[src/rtl/l1_etiket_denetleyici_pkg.sv]
// Shared definitions for the L1 tag controller: request op codes,
// tag-word field positions, FSM state encodings and derived widths.
package l1_etiket_paket;

   localparam int VARSAYILAN_ADRES_BIT     = 32;
   localparam int VARSAYILAN_INDEKS_BIT    = 8;
   localparam int VARSAYILAN_OFSET_BIT     = 4;
   localparam int VARSAYILAN_SRAM_VERI_BIT = 23;

   // Tag field width left over once index and line offset are removed
   localparam int ETIKET_BIT = VARSAYILAN_ADRES_BIT - VARSAYILAN_INDEKS_BIT - VARSAYILAN_OFSET_BIT;

   // Request op codes; the reserved code 2'b11 is handled as a lookup
   localparam logic [1:0] ISTEK_ARA      = 2'b00;
   localparam logic [1:0] ISTEK_DOLDUR   = 2'b01;
   localparam logic [1:0] ISTEK_GECERSIZ = 2'b10;

   // Tag word layout: [19:0] tag, [20] dirty, [21] valid, [22] reserved
   localparam int ETIKET_GECERLI = 21;
   localparam int ETIKET_KIRLI   = 20;

   // Controller FSM states
   localparam logic [1:0] SUPUR = 2'd0;
   localparam logic [1:0] BOSTA = 2'd1;
   localparam logic [1:0] OKU   = 2'd2;
   localparam logic [1:0] SONUC = 2'd3;

endpackage

[src/rtl/l1_etiket_karsilastirici.sv]
// Combinational tag compare: decodes a stored tag word against the
// requesting tag and exposes hit, dirty, valid and the victim tag.
module l1_etiket_karsilastirici
   import l1_etiket_paket::*;
#(
   parameter int ET_BIT   = ETIKET_BIT,
   parameter int VERI_BIT = VARSAYILAN_SRAM_VERI_BIT
) (
   input  logic [VERI_BIT-1:0] sram_kelime_i,
   input  logic [ET_BIT-1:0]   istek_etiket_i,
   output logic                isabet_o,
   output logic                kirli_o,
   output logic                gecerli_o,
   output logic [ET_BIT-1:0]   kurban_etiket_o
);

   // The reserved top bit carries no meaning on read
   logic unused_ayrilmis;
   assign unused_ayrilmis = ^sram_kelime_i[VERI_BIT-1:ETIKET_GECERLI+1];

   // Dirty is only meaningful for a valid line, so it is masked by valid
   always_comb begin
      gecerli_o       = sram_kelime_i[ETIKET_GECERLI];
      kirli_o         = sram_kelime_i[ETIKET_GECERLI] & sram_kelime_i[ETIKET_KIRLI];
      kurban_etiket_o = sram_kelime_i[ET_BIT-1:0];
      isabet_o        = sram_kelime_i[ETIKET_GECERLI] && (sram_kelime_i[ET_BIT-1:0] == istek_etiket_i);
   end

endmodule

[src/rtl/l1_etiket_denetleyici.sv]
// Request-side controller for the L1 tag SRAM: sweeps the array after reset
// or flush, serves fill/invalidate writes, and turns lookups into a
// hit/dirty/victim result on a valid/ready channel.
module l1_etiket_denetleyici
   import l1_etiket_paket::*;
#(
   parameter int ADRES_BIT     = VARSAYILAN_ADRES_BIT,
   parameter int INDEKS_BIT    = VARSAYILAN_INDEKS_BIT,
   parameter int OFSET_BIT     = VARSAYILAN_OFSET_BIT,
   parameter int SRAM_VERI_BIT = VARSAYILAN_SRAM_VERI_BIT
) (
   input  logic                     clk_i,
   input  logic                     rstn_i,
   input  logic                     temizle_i,
   output logic                     mesgul_o,
   input  logic                     istek_gecerli_i,
   output logic                     istek_hazir_o,
   input  logic [1:0]               istek_tip_i,
   input  logic [ADRES_BIT-1:0]     istek_adres_i,
   input  logic                     istek_kirli_i,
   output logic                     sonuc_gecerli_o,
   input  logic                     sonuc_hazir_i,
   output logic                     sonuc_isabet_o,
   output logic                     sonuc_kirli_o,
   output logic                     sonuc_satir_gecerli_o,
   output logic [ADRES_BIT-1:0]     sonuc_kurban_adres_o,
   output logic                     sram_csb_o,
   output logic                     sram_web_o,
   output logic [INDEKS_BIT-1:0]    sram_addr_o,
   output logic [SRAM_VERI_BIT-1:0] sram_din_o,
   input  logic [SRAM_VERI_BIT-1:0] sram_dout_i
);

   localparam int ET_BIT = ADRES_BIT - INDEKS_BIT - OFSET_BIT;

   logic [1:0]            durum, sonraki;
   logic [INDEKS_BIT-1:0] sayac;
   logic                  temizle_bekle;
   logic                  kabul, ara_kabul;
   logic [ET_BIT-1:0]     istek_etiket;
   logic [INDEKS_BIT-1:0] istek_indeks;
   logic                  unused_ofset;

   logic [ET_BIT-1:0]     etiket_p0;
   logic [INDEKS_BIT-1:0] indeks_p0;

   logic                  k_isabet, k_kirli, k_gecerli;
   logic [ET_BIT-1:0]     k_kurban_etiket;

   logic                  isabet_p1, kirli_p1, gecerli_p1;
   logic [ADRES_BIT-1:0]  kurban_p1;

   assign istek_etiket = istek_adres_i[ADRES_BIT-1 -: ET_BIT];
   assign istek_indeks = istek_adres_i[OFSET_BIT +: INDEKS_BIT];
   assign unused_ofset = ^istek_adres_i[OFSET_BIT-1:0];

   assign istek_hazir_o = (durum == BOSTA) && !temizle_i;
   assign kabul         = istek_hazir_o && istek_gecerli_i;
   assign ara_kabul     = kabul && (istek_tip_i != ISTEK_DOLDUR) && (istek_tip_i != ISTEK_GECERSIZ);

   l1_etiket_karsilastirici #(
      .ET_BIT   (ET_BIT),
      .VERI_BIT (SRAM_VERI_BIT)
   ) u_karsilastirici (
      .sram_kelime_i   (sram_dout_i),
      .istek_etiket_i  (etiket_p0),
      .isabet_o        (k_isabet),
      .kirli_o         (k_kirli),
      .gecerli_o       (k_gecerli),
      .kurban_etiket_o (k_kurban_etiket)
   );

   // State register; reset always lands in the sweep
   always_ff @(posedge clk_i or negedge rstn_i) begin
      if (!rstn_i) durum <= SUPUR;
      else         durum <= sonraki;
   end

   // Next-state: a flush seen mid-lookup waits for the result handshake
   always_comb begin
      sonraki = durum;
      case (durum)
         SUPUR: if (!temizle_i && (sayac == {INDEKS_BIT{1'b1}})) sonraki = BOSTA;
         BOSTA: begin
            if (temizle_i)      sonraki = SUPUR;
            else if (ara_kabul) sonraki = OKU;
         end
         OKU:   sonraki = SONUC;
         SONUC: if (sonuc_hazir_i) sonraki = (temizle_bekle || temizle_i) ? SUPUR : BOSTA;
         default: sonraki = SUPUR;
      endcase
   end

   // Outputs: SRAM port is driven combinationally by sweep or accepted request
   always_comb begin
      mesgul_o        = (durum == SUPUR);
      sonuc_gecerli_o = (durum == SONUC);
      sram_csb_o      = 1'b1;
      sram_web_o      = 1'b1;
      sram_addr_o     = '0;
      sram_din_o      = '0;
      if ((durum == SUPUR) && rstn_i) begin
         sram_csb_o  = 1'b0;
         sram_web_o  = 1'b0;
         sram_addr_o = sayac;
      end else if (kabul) begin
         sram_csb_o  = 1'b0;
         sram_addr_o = istek_indeks;
         if (!ara_kabul) begin
            sram_web_o = 1'b0;
            if (istek_tip_i == ISTEK_DOLDUR) begin
               sram_din_o[ETIKET_GECERLI] = 1'b1;
               sram_din_o[ETIKET_KIRLI]   = istek_kirli_i;
               sram_din_o[ET_BIT-1:0]     = istek_etiket;
            end
         end
      end
   end

   // Sweep counter and latched flush request
   always_ff @(posedge clk_i or negedge rstn_i) begin
      if (!rstn_i) begin
         sayac         <= '0;
         temizle_bekle <= 1'b0;
      end else begin
         if ((durum == SUPUR) && !temizle_i) sayac <= sayac + 1'b1;
         else                                sayac <= '0;
         if (sonraki == SUPUR)                                     temizle_bekle <= 1'b0;
         else if (temizle_i && ((durum == OKU) || (durum == SONUC))) temizle_bekle <= 1'b1;
      end
   end

   // ---- p0: capture lookup tag/index at accept ----
   always_ff @(posedge clk_i or negedge rstn_i) begin
      if (!rstn_i) begin
         etiket_p0 <= '0;
         indeks_p0 <= '0;
      end else if (ara_kabul) begin
         etiket_p0 <= istek_etiket;
         indeks_p0 <= istek_indeks;
      end
   end

   // ---- p1: register compare result while the SRAM word is valid ----
   always_ff @(posedge clk_i or negedge rstn_i) begin
      if (!rstn_i) begin
         isabet_p1  <= 1'b0;
         kirli_p1   <= 1'b0;
         gecerli_p1 <= 1'b0;
         kurban_p1  <= '0;
      end else if (durum == OKU) begin
         isabet_p1  <= k_isabet;
         kirli_p1   <= k_kirli;
         gecerli_p1 <= k_gecerli;
         kurban_p1  <= {k_kurban_etiket, indeks_p0, {OFSET_BIT{1'b0}}};
      end
   end

   assign sonuc_isabet_o        = isabet_p1;
   assign sonuc_kirli_o         = kirli_p1;
   assign sonuc_satir_gecerli_o = gecerli_p1;
   assign sonuc_kurban_adres_o  = kurban_p1;

endmodule
[config.mk]
export PLATFORM = sky130hd
export DESIGN_NAME = l1_etiket_denetleyici
export DESIGN_NICKNAME = d
export VERILOG_FILES = /design/src/rtl/l1_etiket_denetleyici_pkg.sv /design/src/rtl/l1_etiket_karsilastirici.sv /design/src/rtl/l1_etiket_denetleyici.sv
export SDC_FILE = /design/constraint.sdc
export NUM_CORES = 1
export LEC_CHECK = 0
export CAP_MARGIN = 20
export CORE_UTILIZATION = 40
export CTS_CLUSTER_SIZE = 8
export DETAILED_ROUTE_END_ITERATION = 8
export PLACE_DENSITY = 0.75
export REMOVE_ABC_BUFFERS = 1
export SYNTH_ARGS = -nofsm -noshare
export SYNTH_HDL_FRONTEND = slang
export SYNTH_SLANG_ARGS = --single-unit
[constraint.sdc]
create_clock -name clk_i -period 4.7 [get_ports clk_i]
set_clock_uncertainty 0.2 [all_clocks]
set_input_delay 0.94 -clock clk_i [delete_from_list [all_inputs] [get_ports clk_i]]
set_output_delay 0.94 -clock clk_i [all_outputs]
set_load 0.01 [all_outputs]
### After elaboration in Yosys (flattened, before gate mapping)

Cells that the tools add are included.

* bits in registers: 70
* latch bits: 0
* memory bits (writable): 0
* bits in read-only memories: 0
* input port bits: 63
* output and inout bits: 71
* word-level logic and storage cells: 54
* memories: 0

* $add $sub $neg: 1
* multiply operators: 0
* div/mod/pow operators: 0
* magnitude comparators: 0
* eq/ne operators: 8
* shifts and indexed selects: 0
* multiplexer cells: 20
* bitwise operators: 1
* reduce and logical (&&, ||, !) cells: 15

Operator list (count)
* two-way mux 22 bit: 4
* two-way mux 8 bit: 3
* equality test 20 bit: 1
* logical AND 1 bit: 9
* adder 8 x 1 -> 8 bit, second input constant: 1
* equality test 8 bit, second input constant: 1
* two-way mux 1 bit: 8
* two-way mux 2 bit: 4
* one-hot mux 2 bit (4 select lines): 1
* equality test 2 x 1 -> 1 bit, second input constant: 2
* equality test 2 bit, second input constant: 2
* zero test 2 bit: 2
* logical OR 1 bit: 2
* != test 2 x 1 -> 1 bit, second input constant: 1
* != test 2 bit, second input constant: 1
* nonzero test 2 bit: 1
* AND 1 bit: 1
* zero test 1 bit: 1

### Depth between registers and ports, before layout

Gate-level depths: netlist of run 1.

* depth after elaboration: 10
* depth in mapped cells: 7
* depth with buffers taken out: 5

### Modules after synthesis

A second synthesis of run 1 with hierarchy kept.

* cell total of the unflattened synthesis: 277
* area, all modules: 3425.8 sq um

Modules (own cells, without submodules)
* l1_etiket_denetleyici: instances 1, cells an instance 228, area each 3037.9 sq um, sequential area each 1751.7 sq um
* l1_etiket_karsilastirici: instances 1, cells an instance 49, area each 387.9 sq um, sequential area each 0.0 sq um

### Worst setup path before layout of run 1

No wires, ideal clock.

* path type: input-to-output
* start: input temizle_i
* end: output sram_din_o[10]
* data arrival time: 1968 ps
* required time: 3560 ps
* path slack: 1592 ps
* cell stages on the path: 5
* path buffers: 1
* cells stage by stage: nor3b_4 > and2_2 > and3b_1 > clkbuf_1 > and2_1

* word-level cells in the longest chain between the ends: 8

Ends and longest elaborated chain
* from (decl): RTL line l1_etiket_denetleyici.sv:14 `input logic temizle_i,`
* zero test 1 bit (*): RTL line l1_etiket_denetleyici.sv:57 `assign istek_hazir_o = (durum == BOSTA) && !temizle_i;`
* logical AND 1 bit (*): RTL line l1_etiket_denetleyici.sv:57
* logical AND 1 bit (*): RTL line l1_etiket_denetleyici.sv:58 `assign kabul = istek_hazir_o && istek_gecerli_i;`
* logical AND 1 bit (2 in a row): RTL line l1_etiket_denetleyici.sv:59 `assign ara_kabul = kabul && (istek_tip_i != ISTEK_DOLDUR) && (istek_tip_i != ISTEK_GECERSIZ);`
* two-way mux 22 bit: RTL line l1_etiket_denetleyici.sv:109 `if (!ara_kabul) begin`
* two-way mux 22 bit (*): RTL line l1_etiket_denetleyici.sv:106 `end else if (kabul) begin`
* two-way mux 22 bit (*): RTL line l1_etiket_denetleyici.sv:102 `if ((durum == SUPUR) && rstn_i) begin`
* to (decl): RTL line l1_etiket_denetleyici.sv:30 `output logic [SRAM_VERI_BIT-1:0] sram_din_o,`

Mark *: on every way between the ends. The rest lies on a longest branch, timed or not.

### Worst setup path after layout of run 1

* start: input temizle_i
* end: output sram_din_o[15]

Same word-level chain as after synthesis.

==> results.json, run 1 <==
{
  "ys_warn_count": 0,
  "worst-path-buf-inv": 3,
  "grt_pass1_vias": 2508,
  "drive_gt1_share_pct": 19.1,
  "tightest_slew_ns": 0.871,
  "rsz0062_at_grt": "no",
  "hpwlAfterDp_um": 5280,
  "synth_compound_area_share_pct": 3.87,
  "cp-start-kind": "input pin",
  "ant_nets": 0,
  "syn-instance-count": 257,
  "power_density_nw_per_um2": 470,
  "worst_path_dominant_cell_family": "buffers and inverters",
  "num_rows": 32,
  "die_area_sq_um": 8540,
  "fin_crit_ns": 4.33,
  "hold_ws_ns": 0.279,
  "worst_path_largest_cell_delay_ns": 0.55,
  "layout-area-overhead-vs-synth_pct": 44.6,
  "finalSetupViolations": 0,
  "cp.depth": 7,
  "h-tree-depth": 3,
  "whs_path_depth": 2,
  "grt_overflow": 0,
  "nFillCells": 683,
  "crit_path_top_delay_cell": "clkdlybuf4s50_1",
  "drc": 0,
  "clock_latency_ns": 0.33,
  "portBuffers": 123,
  "die_y_um": 92.4,
  "cts_resized": 0,
  "hold_viol": 0,
  "antenna_found_initial": 0,
  "wire_per_inst_um": 15.4,
  "synth_xor_xnor_area_share_pct": 6.97,
  "final_max_slew_viol_count": 0,
  "multiInputGateArea_sq_um": 1420,
  "antenna_cells": 0,
  "tritoncts": "yes",
  "hold_path_class": "flip-flop to flip-flop",
  "synth_top_family_by_area": "multiplexers",
  "cp_max_fo": 22,
  "fin_tns_setup_ns": 0,
  "fin_crit_sh_pct": 92.0,
  "drt-total-wl_um": 7450,
  "critPathCaptureType": "primary output",
  "grt_pass1_wl_um": 12300,
  "seq_area_frac_synth_pct": 53.6,
  "cts_hold_buf": 0,
  "vias_per_cell": 4.91,
  "max_freq_mhz": 231,
  "yosysUniqueCellTypes": 34,
  "clk_pin_slew_ns": 0.07,
  "first_iter_violations": 69,
  "gp_congestion": 0.777,
  "power.leakage_nw": 2.16,
  "ys_ff_latch": 70,
  "cp_common_cell": "clkdlybuf4s50_1",
  "synth_fa_ha_area_share_pct": 0.383,
  "mostFrequentLayoutCell": "clkdlybuf4s50_1",
  "core_sq_um": 7810,
  "firstDrtPassIters": 4,
  "maxSlewHeadroom_pct": 41.9,
  "root_buffer": "clkbuf_8",
  "cap_violations": 0,
  "regArea_sq_um": 1750,
  "synth_area_per_cell_sq_um": 12.7,
  "grt_max_degree": 71,
  "ios": 134,
  "die_w_um": 92.4,
  "clockBufferDepth": 2,
  "crit_arrival_ns": 3.19,
  "layout_common_cells": "122 x clkdlybuf4s50_1, 70 x dfrtp_1, 46 x mux2_2",
  "worstRegToRegCells": 4,
  "synth.area.mux_share_pct": 20.3,
  "yosys.area_share.simple_pct": 11.1,
  "crit_chain": "clkdlybuf4s50_1, nor3b_4, and2_2, and3b_1, buf_4, and2_1, clkdlybuf4s50_1",
  "cts_buffers": 9,
  "vias": 2383,
  "track_usage_pct": 18.7,
  "final_net_count": 443,
  "cts.sink_count": 70,
  "cts_setup_buffers": 0,
  "syn_area_sq_um": 3270,
  "start_util_pct": 41.9,
  "status": "completed",
  "critPathKind": "input pin to primary output",
  "worst_ep_required_time_ns": 3.56,
  "vdd_drop_max_mv": 0.217
}
## synth_stat cells (all sizes together)
cell type	n	share of area [%]
a21oi	5	0.77
a22o	8	2.1
a32oi	1	0.27
and2	24	4.6
and3	3	0.57
and3b	1	0.27
buf	14	2.9
clkbuf	4	0.46
conb	1	0.11
dfrtp	70	54
ha	1	0.38
inv	2	0.23
mux2	56	20
nand2	13	1.6
nand2b	1	0.19
nand3	3	0.46
nand3b	1	0.23
nand4	1	0.19
nor2	10	1.1
nor3	1	0.15
nor3b	1	0.57
nor4	4	0.77
o211ai	1	0.23
o21ai	3	0.46
or3	2	0.38
xnor2	6	1.6
xor2	20	5.4
## metal layers
metal / up-vias / share of wire [%] / track usage, % / wire (um)
met2: 100 / 47 / 30.4 / 3500
met5: - / 0 / 0 / 0
met3: 12 / 7.8 / 4.02 / 579
li1: 1109 / - / - / -
met1: 1162 / 44 / 24.2 / 3260
met4: 0 / 1.4 / 7.29 / 103
## sequential cells by signal (all words and copies together), names as in the netlist
signal	cells
durum	2
sonuc_satir_gecerli_o	1
indeks_p0	8
temizle_bekle	1
etiket_p0	20
sonuc_isabet_o	1
sayac	8
sonuc_kirli_o	1
sonuc_kurban_adres_o	28
## cells by family (layout without fill, tap and decap cells)
family | Yosys count | in the layout
multiplexers | 56 | 56
XOR/XNOR | 26 | 26
AO/OA/AOI/OAI | 18 | 18
adder cells (fa/ha/maj) | 1 | 1
AND/OR/NAND/NOR | 65 | 65
flip-flops | 70 | 70
other | 1 | 5
buffers and inverters | 20 | 142
## per-stage QoR
step	instance area [sq um]	setup slack [ns]	cells	power (mW)	utilization (%)
6_report	4730	0.375	485	2.22	60.5
5_1_grt	4730	0.225	485	2.36	60.5
4_1_cts	4730	0.345	485	2.25	60.5
3_5_place_dp	4540	0.352	470	1.78	58.2
3_3_place_gp	4540	0.399	470	1.75	58.2
2_1_floorplan	3170	1.41	243	1.34	-
## worst min-delay path: stages (launching register included)
cell     delay [ns]
dfrtp_1        0.34
nand2_1        0.04
o21ai_0        0.06
## power by group
part | internal (mW) | switching [mW]
logic | 0.516 | 0.300
clock network | 0.258 | 0.205
registers | 0.817 | 0.126
total | 1.59 | 0.630
## path summary, 6_finish.rpt
check                               from  slack, ns                       end
max                            temizle_i       0.37            sram_din_o[15]
min                        sonuc_kirli_o       0.28             sonuc_kirli_o
max reg2reg                     durum[1]       2.23             etiket_p0[12]
min reg2reg                sonuc_kirli_o       0.28             sonuc_kirli_o
max in group asynchronous         rstn_i       3.07  sonuc_kurban_adres_o[25]
min in group asynchronous         rstn_i       0.65  sonuc_kurban_adres_o[20]
## cell type report
| class | count | area share, % |
|---|---|---|
| inverter | 2 | 0.159 |
| multi-input combinational | 171 | 30.0 |
| clock inverter | 1 | 0.635 |
| sequential | 70 | 37.1 |
| tap | 102 | 2.70 |
| timing repair buffer | 125 | 26.3 |
| clock buffer | 14 | 3.23 |
Note: power is estimated with default switching activity, not from simulation.
==> inputs of run 2 (changes only) <==
--- a/constraint.sdc
+++ b/constraint.sdc
@@ -3,3 +3,3 @@
 set_input_delay 0.94 -clock clk_i [delete_from_list [all_inputs] [get_ports clk_i]]
 set_output_delay 0.94 -clock clk_i [all_outputs]
-set_load 0.01 [all_outputs]
+set_load 0.05 [all_outputs]
==> run 2 against run 1 <==
Power grew 20%; critical path depth fell by 2; die area is the same; fmax grew 4.4%; clock power shrank 3%; global-route usage up 0.55 points; register-to-register slack is essentially flat; combinational power increased by 57%; sequential share of layout area fell by 1.7 points; largest power group is now combinational cells.
==> results.json, run 2 (synthesized netlist as in run 1, its figures left out) <==
{
  "critPathKind": "input pin to primary output",
  "p_clk_share_pct": 16.9,
  "pre_cts_ws_ns": 0.559,
  "die_y_um": 92.4,
  "regToRegStartpoint": "durum[1]",
  "cts_buffers": 9,
  "ios": 134,
  "crit_chain": "clkdlybuf4s50_1, nor3b_4, and2_2, a22o_1, clkdlybuf4s50_1",
  "antenna_cells": 0,
  "critPathCaptureType": "primary output",
  "vias_per_cell": 4.88,
  "grt_pass1_vias": 2528,
  "cp_max_fo": 12,
  "p_seq_share_pct": 35.3,
  "cts_setup_buffers": 0,
  "regToRegEndpoint": "etiket_p0[16]",
  "largest_reg_flops": 28,
  "worst_path_largest_cell_delay_ns": 0.81,
  "cp_common_cell": "clkdlybuf4s50_1",
  "tritoncts": "yes",
  "fin_crit_ns": 4.14,
  "clockBufferDepth": 2,
  "met1_usage_pct": 25.3,
  "num_rows": 32,
  "crit_path_top_delay_cell": "clkdlybuf4s50_1",
  "maxSlewHeadroom_pct": 40.8,
  "start_util_pct": 41.9,
  "worst-path-buf-inv": 2,
  "crit_arrival_ns": 3.00,
  "whs_path_depth": 2,
  "wire_per_inst_um": 15.8,
  "clock_latency_ns": 0.34,
  "mostFrequentLayoutCell": "clkdlybuf4s50_1",
  "share_comb_of_total_power_pct": 47.8,
  "worst_ep_required_time_ns": 3.56,
  "vias": 2371,
  "cp-start-kind": "input pin",
  "antenna_found_initial": 0,
  "hold_path_class": "flip-flop to flip-flop",
  "final_core_util_pct": 63.4,
  "grt_max_degree": 71,
  "r2r_slack_ns": 2.24,
  "cts.sink_count": 70,
  "met2_usage_pct": 31.3,
  "final_max_slew_viol_count": 0,
  "status": "completed",
  "drc": 0,
  "worst_path_dominant_cell_family": "buffers and inverters",
  "portBuffers": 123,
  "dpl-instance-area_sq_um": 4760,
  "track_usage_pct": 19.2,
  "drive_gt1_share_pct": 25.8,
  "cp-endpoint": "sram_addr_o[1]",
  "crit_start": "temizle_i",
  "cap_violations": 0,
  "p_sw_share_pct": 41.2,
  "cts_resized": 0,
  "grt_pass1_wl_um": 12600,
  "fin_crit_sh_pct": 88.2,
  "cp.depth": 5,
  "h-tree-depth": 3,
  "final_net_count": 443,
  "grt-busiest-layer": "met2",
  "first_iter_violations": 54,
  "root_buffer": "clkbuf_8",
  "hold_viol": 0,
  "max_freq_mhz": 241,
  "vdd_drop_max_mv": 0.245,
  "fin_tns_setup_ns": 0,
  "grt_overflow": 0,
  "gp_congestion": 0.820,
  "final.setup.worst_slack_ns": 0.556,
  "nFillCells": 636,
  "use_met3_pct": 4.68,
  "clk_pin_slew_ns": 0.07,
  "layout-area-overhead-vs-synth_pct": 51.4,
  "layout_common_cells": "100 x clkdlybuf4s50_1, 70 x dfrtp_1, 46 x mux2_2",
  "tightest_slew_ns": 0.889,
  "p_int_mw": 1.57,
  "ant_nets": 0,
  "hpwlAfterDp_um": 5460,
  "power.leakage_nw": 2.27,
  "die_area_sq_um": 8540,
  "p_switching_mw": 1.10,
  "finalSetupViolations": 0,
  "rsz0062_at_grt": "no",
  "final_cell_area_sq_um": 4950,
  "firstDrtPassIters": 4,
  "worstRegToRegCells": 4,
  "drt-total-wl_um": 7690,
  "core_sq_um": 7810,
  "die_w_um": 92.4,
  "power_density_nw_per_um2": 539,
  "cts_hold_buf": 0
}
==> run 2: cell count changes in the layout (fill, tap and decap cells not counted), sizes merged <==
| cell | change |
|---|---|
| clkdlybuf4s50 | -22 |
| clkbuf | -1 |
| buf | +22 |
| clkinvlp | +1 |
| clkinv | +2 |
| bufinv | -1 |
==> run 2: worst register-to-register path: stages (launching register included) <==
cell and delay, ns:
dfrtp_1 0.50, nor3b_4 0.29, and2_2 0.32, nand2_2 0.53
mux2_4 0.50
==> run 2: metal layers <==
layer	up-vias	share of wire [%]
li1	1123	-
met1	1145	45
met2	96	46
met3	7	8.1
met4	0	0.73
met5	-	0
==> run 2: power by group through the flow <==
stage,clock network (mW),logic [mW],registers (mW)
after CTS,0.468,1.29,0.943
after global placement,0,1.26,0.941
after detailed placement,0,1.28,0.955
after global routing,0.489,1.34,0.970
final,0.451,1.28,0.943
after floorplan,0,0.415,1.37
==> run 2: how the worst min path moves through the flow <==
stage / start / endpoint / slack [ns]
3_3_place_gp: sonuc_satir_gecerli_o / sonuc_satir_gecerli_o / 0.26
2_1_floorplan: sayac[0] / sayac[0] / 0.25
6_report: sonuc_satir_gecerli_o / sonuc_satir_gecerli_o / 0.28
5_1_grt: sonuc_satir_gecerli_o / sonuc_satir_gecerli_o / 0.31
3_5_place_dp: sonuc_satir_gecerli_o / sonuc_satir_gecerli_o / 0.26
4_1_cts: sonuc_satir_gecerli_o / sonuc_satir_gecerli_o / 0.28
==> run 2: final cells by class <==
cell class	count	area, sq um	area share (%)
clock buffers	13	169	3.41
flip-flops and latches	70	1750	35.4
repair buffers	125	1460	29.5
clock inverters	3	17.5	0.354
multi-input cells	171	1420	28.6
inverters	2	7.51	0.152
well taps	102	128	2.58
==> run 2: metrics by stage <==
| step | std cells | power (mW) | hold slack [ns] |
|---|---|---|---|
| 3_5_place_dp | 470 | 2.24 | 0.263 |
| 5_1_grt | 486 | 2.80 | 0.311 |
| 3_3_place_gp | 470 | 2.21 | 0.262 |
| 6_report | 486 | 2.67 | 0.276 |
| 2_1_floorplan | 243 | 1.78 | 0.248 |
| 4_1_cts | 486 | 2.70 | 0.280 |
